## config.mk

```make
export PLATFORM = sky130hd
export DESIGN_NAME = seven_segment_scanner_flat
export DESIGN_NICKNAME = d
export VERILOG_FILES = /design/src/rtl/seven_seg_pkg.sv /design/src/rtl/seven_segment_scanner_if.sv /design/src/rtl/bcd_to_seven_seg.sv /design/src/rtl/seven_segment_scanner.sv /design/src/flat_wrapper.sv
export SDC_FILE = /design/constraint.sdc
export NUM_CORES = 1
export LEC_CHECK = 0
export BUFFER_PORTS_ARGS = -buffer_cell sky130_fd_sc_hd__clkbuf_2
export CAP_MARGIN = 20
export CORE_MARGIN = 5
export CORE_UTILIZATION = 35
export CTS_CLUSTER_DIAMETER = 60
export DETAILED_ROUTE_END_ITERATION = 12
export SLEW_MARGIN = 5
export SYNTH_ARGS = -nofsm -noshare
export SYNTH_HDL_FRONTEND = slang
export SYNTH_SLANG_ARGS = --single-unit
```

## constraint.sdc

```tcl
create_clock -name clock -period 2.05 [get_ports clock]
set_input_delay 0.1025 -clock clock [delete_from_list [all_inputs] [get_ports clock]]
set_output_delay 0.1025 -clock clock [all_outputs]
set_load 0.01 [all_outputs]
```

## src/rtl/seven_seg_pkg.sv

```systemverilog
// Shared constants for the seven-segment scanner: active-high segment
// patterns ({g,f,e,d,c,b,a}), digit positions, state encoding and the
// captured-value record.
package seven_seg_pkg;

  typedef logic [0:0] state_t;
  localparam state_t ST_IDLE = 1'b0;
  localparam state_t ST_SCAN = 1'b1;

  typedef logic [1:0] dig_idx_t;
  localparam dig_idx_t DIG_ONE  = 2'd0;
  localparam dig_idx_t DIG_TEN  = 2'd1;
  localparam dig_idx_t DIG_HUN  = 2'd2;
  localparam dig_idx_t DIG_SIGN = 2'd3;

  localparam logic [6:0] SEG_0     = 7'h3F;
  localparam logic [6:0] SEG_1     = 7'h06;
  localparam logic [6:0] SEG_2     = 7'h5B;
  localparam logic [6:0] SEG_3     = 7'h4F;
  localparam logic [6:0] SEG_4     = 7'h66;
  localparam logic [6:0] SEG_5     = 7'h6D;
  localparam logic [6:0] SEG_6     = 7'h7D;
  localparam logic [6:0] SEG_7     = 7'h07;
  localparam logic [6:0] SEG_8     = 7'h7F;
  localparam logic [6:0] SEG_9     = 7'h6F;
  localparam logic [6:0] SEG_E     = 7'h79;
  localparam logic [6:0] SEG_MINUS = 7'h40;
  localparam logic [6:0] SEG_BLANK = 7'h00;

  // One captured display value: sign plus three BCD digits.
  typedef struct packed {
    logic       neg;
    logic [3:0] hun;
    logic [3:0] ten;
    logic [3:0] one;
  } disp_t;

endpackage

```

## src/rtl/seven_segment_scanner_if.sv

```systemverilog
// Value/strobe inputs and display outputs of the scanner.
// master = value producer / display observer, slave = scanner.
interface seven_segment_scanner_if;
  logic       load;
  logic       negative;
  logic [3:0] hundred;
  logic [3:0] ten;
  logic [3:0] one;
  logic [6:0] segments;
  logic [3:0] anode;
  logic       frame_done;

  modport master (output load, negative, hundred, ten, one,
                  input  segments, anode, frame_done);
  modport slave  (input  load, negative, hundred, ten, one,
                  output segments, anode, frame_done);
endinterface

```

## src/rtl/bcd_to_seven_seg.sv

```systemverilog
// Combinational BCD digit to active-high segment pattern; codes above 9 show 'E'.
module bcd_to_seven_seg
  import seven_seg_pkg::*;
(
  input  logic [3:0] bcd_i,
  output logic [6:0] seg_o
);

  // Standard digit table, anything out of range flagged as 'E'
  always_comb begin
    case (bcd_i)
      4'd0:    seg_o = SEG_0;
      4'd1:    seg_o = SEG_1;
      4'd2:    seg_o = SEG_2;
      4'd3:    seg_o = SEG_3;
      4'd4:    seg_o = SEG_4;
      4'd5:    seg_o = SEG_5;
      4'd6:    seg_o = SEG_6;
      4'd7:    seg_o = SEG_7;
      4'd8:    seg_o = SEG_8;
      4'd9:    seg_o = SEG_9;
      default: seg_o = SEG_E;
    endcase
  end

endmodule

```

## src/rtl/seven_segment_scanner.sv

```systemverilog
// Four-digit multiplexed seven-segment driver. Values captured on load are
// double-buffered and only reach the display at frame boundaries.
// Optional macro LEADING_ZERO_BLANK_EN blanks leading zero hundred/ten digits.
module seven_segment_scanner
  import seven_seg_pkg::*;
#(
  parameter int SCAN_DIV   = 50000,
  parameter bit ACTIVE_LOW = 1'b1
) (
  input logic clock,
  input logic reset,
  seven_segment_scanner_if.slave bus
);

  localparam int              CNT_W   = $clog2(SCAN_DIV);
  localparam logic [CNT_W-1:0] CNT_MAX = CNT_W'(SCAN_DIV - 1);

  state_t           state_q, state_d;
  logic [CNT_W-1:0] cnt_q, cnt_d;
  dig_idx_t         idx_q, idx_d;
  disp_t            disp_q, disp_d, shad_q, shad_d, in_w;
  logic             pend_q, pend_d;
  logic [6:0]       seg_q, seg_d, pat, dec_pat;
  logic [3:0]       an_q, an_d, an_act, dig_val;
  logic             fd_q, tick, frame_b, blank;

  assign in_w    = '{neg: bus.negative, hun: bus.hundred, ten: bus.ten, one: bus.one};
  assign tick    = (cnt_q == CNT_MAX);
  assign frame_b = (state_q == ST_SCAN) && tick && (idx_q == DIG_SIGN);

  // Scan control and double-buffer update
  always_comb begin
    state_d = state_q;
    cnt_d   = cnt_q;
    idx_d   = idx_q;
    disp_d  = disp_q;
    shad_d  = shad_q;
    pend_d  = pend_q;
    case (state_q)
      ST_IDLE: begin
        cnt_d = '0;
        idx_d = DIG_ONE;
        if (bus.load) begin
          disp_d  = in_w;
          state_d = ST_SCAN;
        end
      end
      default: begin
        if (tick) begin
          cnt_d = '0;
          idx_d = idx_q + 2'd1;
        end else begin
          cnt_d = cnt_q + CNT_W'(1);
        end
        // A load landing on the boundary bypasses the stale shadow copy
        if (frame_b && bus.load) begin
          disp_d = in_w;
          pend_d = 1'b0;
        end else if (frame_b && pend_q) begin
          disp_d = shad_q;
          pend_d = 1'b0;
        end else if (bus.load) begin
          shad_d = in_w;
          pend_d = 1'b1;
        end
      end
    endcase
  end

  bcd_to_seven_seg u_dec (.bcd_i(dig_val), .seg_o(dec_pat));

  // Digit select, blanking and polarity for the registered outputs
  always_comb begin
    case (idx_q)
      DIG_ONE: dig_val = disp_q.one;
      DIG_TEN: dig_val = disp_q.ten;
      DIG_HUN: dig_val = disp_q.hun;
      default: dig_val = 4'd0;
    endcase
`ifdef LEADING_ZERO_BLANK_EN
    case (idx_q)
      DIG_HUN: blank = (disp_q.hun == 4'd0);
      DIG_TEN: blank = (disp_q.hun == 4'd0) && (disp_q.ten == 4'd0);
      default: blank = 1'b0;
    endcase
`else
    blank = 1'b0;
`endif
    if (idx_q == DIG_SIGN) pat = disp_q.neg ? SEG_MINUS : SEG_BLANK;
    else if (blank)        pat = SEG_BLANK;
    else                   pat = dec_pat;
    an_act = 4'b0001 << idx_q;
    if (state_q != ST_SCAN) begin
      pat    = SEG_BLANK;
      an_act = 4'b0000;
    end
    seg_d = pat ^ {7{ACTIVE_LOW}};
    an_d  = an_act ^ {4{ACTIVE_LOW}};
  end

  // State, buffers and output registers
  always_ff @(posedge clock or posedge reset) begin
    if (reset) begin
      state_q <= ST_IDLE;
      cnt_q   <= '0;
      idx_q   <= DIG_ONE;
      disp_q  <= '0;
      shad_q  <= '0;
      pend_q  <= 1'b0;
      seg_q   <= {7{ACTIVE_LOW}};
      an_q    <= {4{ACTIVE_LOW}};
      fd_q    <= 1'b0;
    end else begin
      state_q <= state_d;
      cnt_q   <= cnt_d;
      idx_q   <= idx_d;
      disp_q  <= disp_d;
      shad_q  <= shad_d;
      pend_q  <= pend_d;
      seg_q   <= seg_d;
      an_q    <= an_d;
      fd_q    <= frame_b;
    end
  end

  assign bus.segments   = seg_q;
  assign bus.anode      = an_q;
  assign bus.frame_done = fd_q;

endmodule
```

## src/flat_wrapper.sv

```systemverilog
// flat-port wrapper written by rule: the top's interface ports become plain ports
module seven_segment_scanner_flat import seven_seg_pkg::*;
#(
  parameter int SCAN_DIV   = 50000,
  parameter bit ACTIVE_LOW = 1'b1
)
  (clock, reset, bus_load, bus_negative, bus_hundred, bus_ten, bus_one, bus_segments, bus_anode, bus_frame_done);
  seven_segment_scanner_if bus_i ();
  input logic clock;
  input logic reset;
  input wire logic [$bits(bus_i.load)-1:0] bus_load;
  input wire logic [$bits(bus_i.negative)-1:0] bus_negative;
  input wire logic [$bits(bus_i.hundred)-1:0] bus_hundred;
  input wire logic [$bits(bus_i.ten)-1:0] bus_ten;
  input wire logic [$bits(bus_i.one)-1:0] bus_one;
  output wire logic [$bits(bus_i.segments)-1:0] bus_segments;
  output wire logic [$bits(bus_i.anode)-1:0] bus_anode;
  output wire logic [$bits(bus_i.frame_done)-1:0] bus_frame_done;
  assign bus_i.load = bus_load;
  assign bus_i.negative = bus_negative;
  assign bus_i.hundred = bus_hundred;
  assign bus_i.ten = bus_ten;
  assign bus_i.one = bus_one;
  assign bus_segments = bus_i.segments;
  assign bus_anode = bus_i.anode;
  assign bus_frame_done = bus_i.frame_done;
  seven_segment_scanner #(.SCAN_DIV(SCAN_DIV), .ACTIVE_LOW(ACTIVE_LOW)) u_core (.clock(clock), .reset(reset), .bus(bus_i));
endmodule
```

==> results.md, run 1 <==
* Commonest non-fill, non-tap cell in the layout: dfrtp_1
* Post-route ant nets at 0
* Clock Tree Root: clkbuf_8
* Fill count at 780
* VDD IR max at 460.2 uV
* Clk buf depth at 2
* Worst hold path type: in2reg
* EDFF count, synth at 0
* WS Path Type: reg2reg
* Post-place setup slack at -0.02239 ns
* Headroom to the max-slew limit at 0.5606
* Synth Net Count at 295
* Power density cells at 843.2 mW/mm^2
* Clock share of power at 0.358
* Reg power frac at 0.462
* Clock slew seen by the registers of the worst setup and hold paths at ~0.070 ns
* Prevailing post-synth register cell: dfrtp_1
* Layout area overhead at 25.64%
* Gr ovfl total at 0
* Drt pass-1 iters at 4
* Yosys top cell by area: dfrtp_1
* Outcome: complete, no violations
* Post-synth ARST share at 1.000
* CP required at 2.32 ns
* DR iter-0 viols at 122
* Design Power at 3.086 mW
* Average cell area after synthesis at 10.87 sq um
* RSZ-0062 raised after global routing: true
* Layout cell share with drive strength beyond 1 at 0.3193
* Full die area at ~0.010 sq mm
* Nets at 354
* Fin cells at ~440
* Port buffer count at 27
* Netlist cell types at 43
* H-tree Lvls at 3
* All-Layer GR Usage at 0.1338
* Max Fclk at just under 500 MHz
* Critical path data arrival time at 2.28 ns
* Number of antenna violations at the first check in global routing at 0
* Pleak at 1.727 nW
* Worst-margin pin slew at roughly 0.66 ns
* Final slew viol count at 0
* Top cell type's share of synthesized area at 0.4038
* Clk sink count at just under 60
* Vias per std cell at 5.000
* FF+latch count, synth at 58
* Hold Fails Final Rpt at 0
* Cell Area, Synth at 0.002913 sq mm
* Final GP Congestion at just over 0.8
* Diodes inserted at 0
* Final setup viols at 0
* Gate power share at 0.180
* Setup Skew at 0.008957 ns
* Skew-Pair Late Insertion Delay at 0.35 ns
* Sw power at around 0.84 mW
* Final Cell Area at 0.003660 sq mm
* Post-synthesis sequential area ratio at 0.5030
* Sequential cell area at 0.001466 sq mm
* CTS tree: done
* IO Pins at 28
* Die extent in y at 101.2 um
* Total detailed-routing wirelength at 6472 um
* Inserted Clock Buffers at 9
* Die Wd at approximately 100 um
* First-pass GRT wire length at 10590 um
* Utilization after layout at 0.4477
* Placed cell area at 0.003294 sq mm
* Crit path max fanout at 4
* Initial Utilization at 0.3563
* YS warnings at 0
* Tcrit/Tclk final at 0.9827
* Core area at 0.008175 sq mm
* Vias in the first global route at 2133
* Mapped Cells at approximately 270
* Placed insts at 407
* Drc violations at 0
* Vias at about 2200
* Crit start category: register
* Dpl hpwl at about 4300 um
* Worst r2r path cells at 10
* Row cnt at 33
* Setup ws final at 0.03550 ns
* Switching portion of total power at 0.2707
* DR WL/cell at roughly 15 um
* Internal power at 2.250 mW
* Pin count of the biggest net entering global routing at 31
* Hold path depth at 3
* Crit path capture type: register
* Footprint of the multi-input gates at 0.001295 sq mm
* Most frequent cells in the layout: 46 x dfrtp_1, 34 x inv_1, 27 x clkbuf_2
* Min Tclk post-route at 2.015 ns
* Max_cap viols at 0
* Largest cells by area after synthesis: dfrtp_1 40%, dfstp_2 9.9%, mux2_4 5.2%
==> critical path, cell delays in order, from the launching register on <==
cell      delay, ns
dfrtp_1        0.38
inv_2          0.07
ha_4           0.16
a222oi_1       0.34
buf_4          0.18
or2_4          0.13
inv_2          0.05
ha_4           0.15
mux2_4         0.28
a21oi_2        0.14
a31oi_1        0.06
==> state kept, by name (all words and copies together), names as in the netlist <==
name / cells
u_core.shad_q: 13
u_core.bus.frame_done: 1
u_core.bus.anode: 4
u_core.cnt_q: 16
u_core.bus.segments: 7
u_core.pend_q: 1
u_core.idx_q: 2
u_core.disp_q: 13
u_core.state_q: 1
==> kinds of logic after synthesis <==
kind of cell,synth area share
simple gates,0.1628
flops,0.5030
buf+inv,0.06787
compound gates,0.1117
mux,0.07732
fa+ha+maj,0.04725
xor+xnor,0.03007
==> path summary, 6_finish.rpt <==
| check | startpoint | endpoint | slack (ns) |
|---|---|---|---|
| worst max-delay path | u_core.idx_q[1] | u_core.bus.segments[6] | 0.04 |
| worst min-delay path | bus_hundred[0] | u_core.disp_q[8] | 0.01 |
| worst max register to register | u_core.idx_q[1] | u_core.bus.segments[6] | 0.04 |
| worst min register to register | u_core.disp_q[12] | u_core.bus.segments[6] | 0.45 |
| max in group asynchronous | reset | u_core.idx_q[0] | 1.07 |
| min in group asynchronous | reset | u_core.cnt_q[8] | 0.39 |
==> repair_timing <==
action                                  4_1_cts  5_1_grt
buffers inserted                              1        3
gates resized for setup                       0        9
hold buffers                                 10        0
endpoints found under the setup margin        2        7
endpoints found under the hold margin        35        0
pin swaps                                     1        4
==> Yosys cell counts (all sizes together) (4+ instances only) <==
cell type	instances
inv	37
nand2	11
o21ai	8
a221oi	13
clkbuf	6
xor2	7
dfstp	11
dfrtp	47
mux2	14
nor3	14
o31ai	4
nand4	7
buf	6
nor2	16
and4	4
ha	11
a222oi	4
a21oi	9
==> power groups by stage <==
stage | registers, mW | logic [mW] | clock network, mW
after floorplan | 1.40 | 0.379 | 0
final | 1.43 | 0.556 | 1.10
after CTS | 1.42 | 0.536 | 1.13
after global placement | 1.44 | 0.501 | 0
after global routing | 1.44 | 0.627 | 1.17
after detailed placement | 1.44 | 0.514 | 0
==> area by class of cell <==
cell class,count,share of cell area
Clock buffer,14,0.04718
Clock inverter,2,0.009573
Inverter,37,0.03795
Multi-Input combinational cell,161,0.3538
Sequential cell,58,0.4007
Tap cell,105,0.03590
Timing Repair Buffer,60,0.1149
==> routing by layer <==
metal / vias to the layer above / wire [um] / track usage
met3: 7 / 272 / 0.04270
li1: 1062 / - / -
met1: 1076 / 3065 / 0.1807
met5: - / 0 / 0
met2: 40 / 3055 / 0.1947
met4: 0 / 78 / 0.06339
==> metrics by stage <==
step	hold WS, ns	setup TNS, ns
3_5_place_dp	0.2177	-0.02443
6_report	0.01003	0
3_3_place_gp	0.2020	0
4_1_cts	0.001552	0
5_1_grt	0.003757	-0.1450
2_1_floorplan	0.2118	0
(Power assumes the default switching activity.)
==> run 2: changes to the inputs <==
--- a/config.mk
+++ b/config.mk
@@ -7,10 +7,12 @@
 export LEC_CHECK = 0
 export BUFFER_PORTS_ARGS = -buffer_cell sky130_fd_sc_hd__clkbuf_2
 export CAP_MARGIN = 20
-export CORE_MARGIN = 5
+export CORE_MARGIN = 2
 export CORE_UTILIZATION = 35
+export CTS_BUF_LIST = sky130_fd_sc_hd__clkbuf_8
 export CTS_CLUSTER_DIAMETER = 60
 export DETAILED_ROUTE_END_ITERATION = 12
+export PLACE_DENSITY = 0.56
 export SLEW_MARGIN = 5
 export SYNTH_ARGS = -nofsm -noshare
 export SYNTH_HDL_FRONTEND = slang
==> run 2 against run 1 <==
  * Non-clock buffer count did not move
  * Sequential share of layout area rose by 0.14 points
  * Hold slack improved by 0.0031 ns
  * Die area fell by 12%
  * Clock-buffer cell count fell by 4
  * First-iteration DRC count fell by 3.3%
  * Cell area fell by 0.34%
==> results.md, run 2 (same netlist as run 1, synthesis figures left out) <==
* Outcome: complete, no violations
* Initial Utilization at 0.3581
* Final GP Congestion at 0.8362
* Final setup viols at 0
* Most frequent cells in the layout: 46 x dfrtp_1, 34 x inv_1, 27 x clkbuf_2
* Layout cell share with drive strength beyond 1 at 0.3253
* Headroom to the max-slew limit at 0.6622
* WS Path Type: reg2reg
* DR iter-0 viols at 118
* Row cnt at 33
* RSZ-0062 raised after global routing: true
* Worst-margin pin slew at 0.5059 ns
* Diodes inserted at 0
* Crit start category: register
* Sequential cell area at 0.001466 sq mm
* Inserted Clock Buffers at 9
* Largest reg by FF count: u_core.cnt_q
* Nets at ~350
* Post-route ant nets at 0
* WHS Endpoint: u_core.disp_q[0]
* Drt pass-1 iters at 5
* Port buffer count at 27
* Number of antenna violations at the first check in global routing at 0
* All-Layer GR Usage at 0.1529
* Setup TNS at 0 ns
* Power density cells at slightly above 800 mW/mm^2
* Vias at 2173
* Max_cap viols at 0
* Setup ws final at 0.04059 ns
* Pleak at 1.711 nW
* Hold Fails Final Rpt at 0
* Worst r2r path cells at 9
* Footprint of the multi-input gates at between 0.001 and 0.0015 sq mm
* Layout area overhead at 25.21%
* H-tree Lvls at 3
* Tcrit/Tclk final at 0.9802
* Worst hold path type: in2reg
* Die extent in y at ~95 um
* DR WL/cell at between 10 and 15 um
* Setup Skew at 0.01172 ns
* Min Tclk post-route at roughly 2 ns
* Core area at 0.008134 sq mm
* Full die area at 0.009068 sq mm
* Critical path data arrival time at 2.26 ns
* Flop2flop setup slack at roughly 0.041 ns
* IO Pins at 28
* Max FFs per register at 16
* Worst reg2reg path startpoint: u_core.idx_q[1]
* Gr ovfl total at 0
* CTS tree: done
* Hold path depth at 3
* Fill count at 770
* Clock slew seen by the registers of the worst setup and hold paths at 0.07 ns
* Clk buf depth at 2
* Total detailed-routing wirelength at 5992 um
* R2r endpoint: u_core.bus.segments[6]
* Dpl hpwl at 4064 um
* Crit path max fanout at 4
* Pin count of the biggest net entering global routing at 36
* Crit path capture type: register
* Critical Path Start: u_core.idx_q[1]
* Drc violations at 0
* Clk sink count at 58
* Die Wd at approximately 95 um
* Design Power at around 3.0 mW
* Commonest non-fill, non-tap cell in the layout: dfrtp_1
* CP required at 2.30 ns
* Top Registers: u_core.cnt_q x16, u_core.disp_q x13, u_core.shad_q x13
* Final slew viol count at 0
* First-pass GRT wire length at 10660 um
* Skew-Pair Late Insertion Delay at 0.34 ns
* VDD IR max at 452.9 uV
* Max Fclk at around 500 MHz
* Vias per std cell at 4.973
* Clock Tree Root: clkbuf_8
* Beginning of the worst hold path: bus_one[0]
* Post-place setup slack at -0.05481 ns
* Vias in the first global route at 2140
==> run 2: cell types whose count changed in the layout (fill, tap and decap cells not counted), moves of 2 or more <==
cell,delta
clkinvlp_4,+3
ha_2,+2
clkbuf_8,-2
clkbuf_1,-2
==> run 2: critical path: stages (launching register included) <==
cell and delay, ns:
dfrtp_1 0.41, inv_2 0.07, ha_4 0.17, a222oi_1 0.42, or2_4 0.21, inv_2 0.04
ha_2 0.17, mux2_2 0.26, a21oi_2 0.11, a31oi_1 0.06
==> run 2: area by class of cell <==
class	instances	area share
flip-flops and latches	58	0.4021
multi-input cells	161	0.3499
repair buffers	60	0.1180
inverters	37	0.03808
clock buffers	10	0.03774
well taps	105	0.03602
clock inverters	6	0.01818
==> run 2: worst max path at each step <==
| stage | cells past startpoint | endpoint | slack, ns |
|---|---|---|---|
| finish | 9 | u_core.bus.segments[6] | 0.04 |
| global placement | 9 | u_core.bus.segments[6] | 0.05 |
| CTS | 9 | u_core.bus.segments[6] | 0.008 |
| global route | 9 | u_core.bus.segments[6] | -0.09 |
| detailed placement | 9 | u_core.bus.segments[6] | -0.05 |
| floorplan | 9 | u_core.bus.segments[6] | 0.01 |
==> run 2: metal layers <==
layer	up-vias	routed length [um]	GRT usage
li1	1070	-	-
met1	1041	3162	0.2251
met2	52	2457	0.2136
met3	10	264	0.03320
met4	0	107	0.06884
met5	-	0	0
==> run 2: per-stage QoR <==
| stage | utilization | hold slack [ns] | cells | cell area (sq um) |
|---|---|---|---|---|
| CTS | 0.4445 | 0.0002456 | 434 | 3616 |
| global route | 0.4484 | 0.01162 | 437 | 3647 |
| floorplan | - | 0.2118 | 268 | 2932 |
| finish | 0.4484 | 0.01316 | 437 | 3647 |
| detailed placement | 0.4056 | 0.1545 | 406 | 3299 |
| global placement | 0.4056 | 0.1542 | 406 | 3299 |
==> run 2: power by group <==
part           total (mW)  internal (mW)  switching, mW
clock                1.08          0.593          0.484
sequential           1.43           1.30          0.129
combinational       0.512          0.275          0.237
==> run 2: timing repair <==
item	in CTS	in global routing
hold buffers	9	0
endpoints found under the setup margin	2	6
gates cloned	0	0
setup buffers	3	3
pin swaps	2	3
hold endpoints to repair	24	0
gates resized for setup	0	6
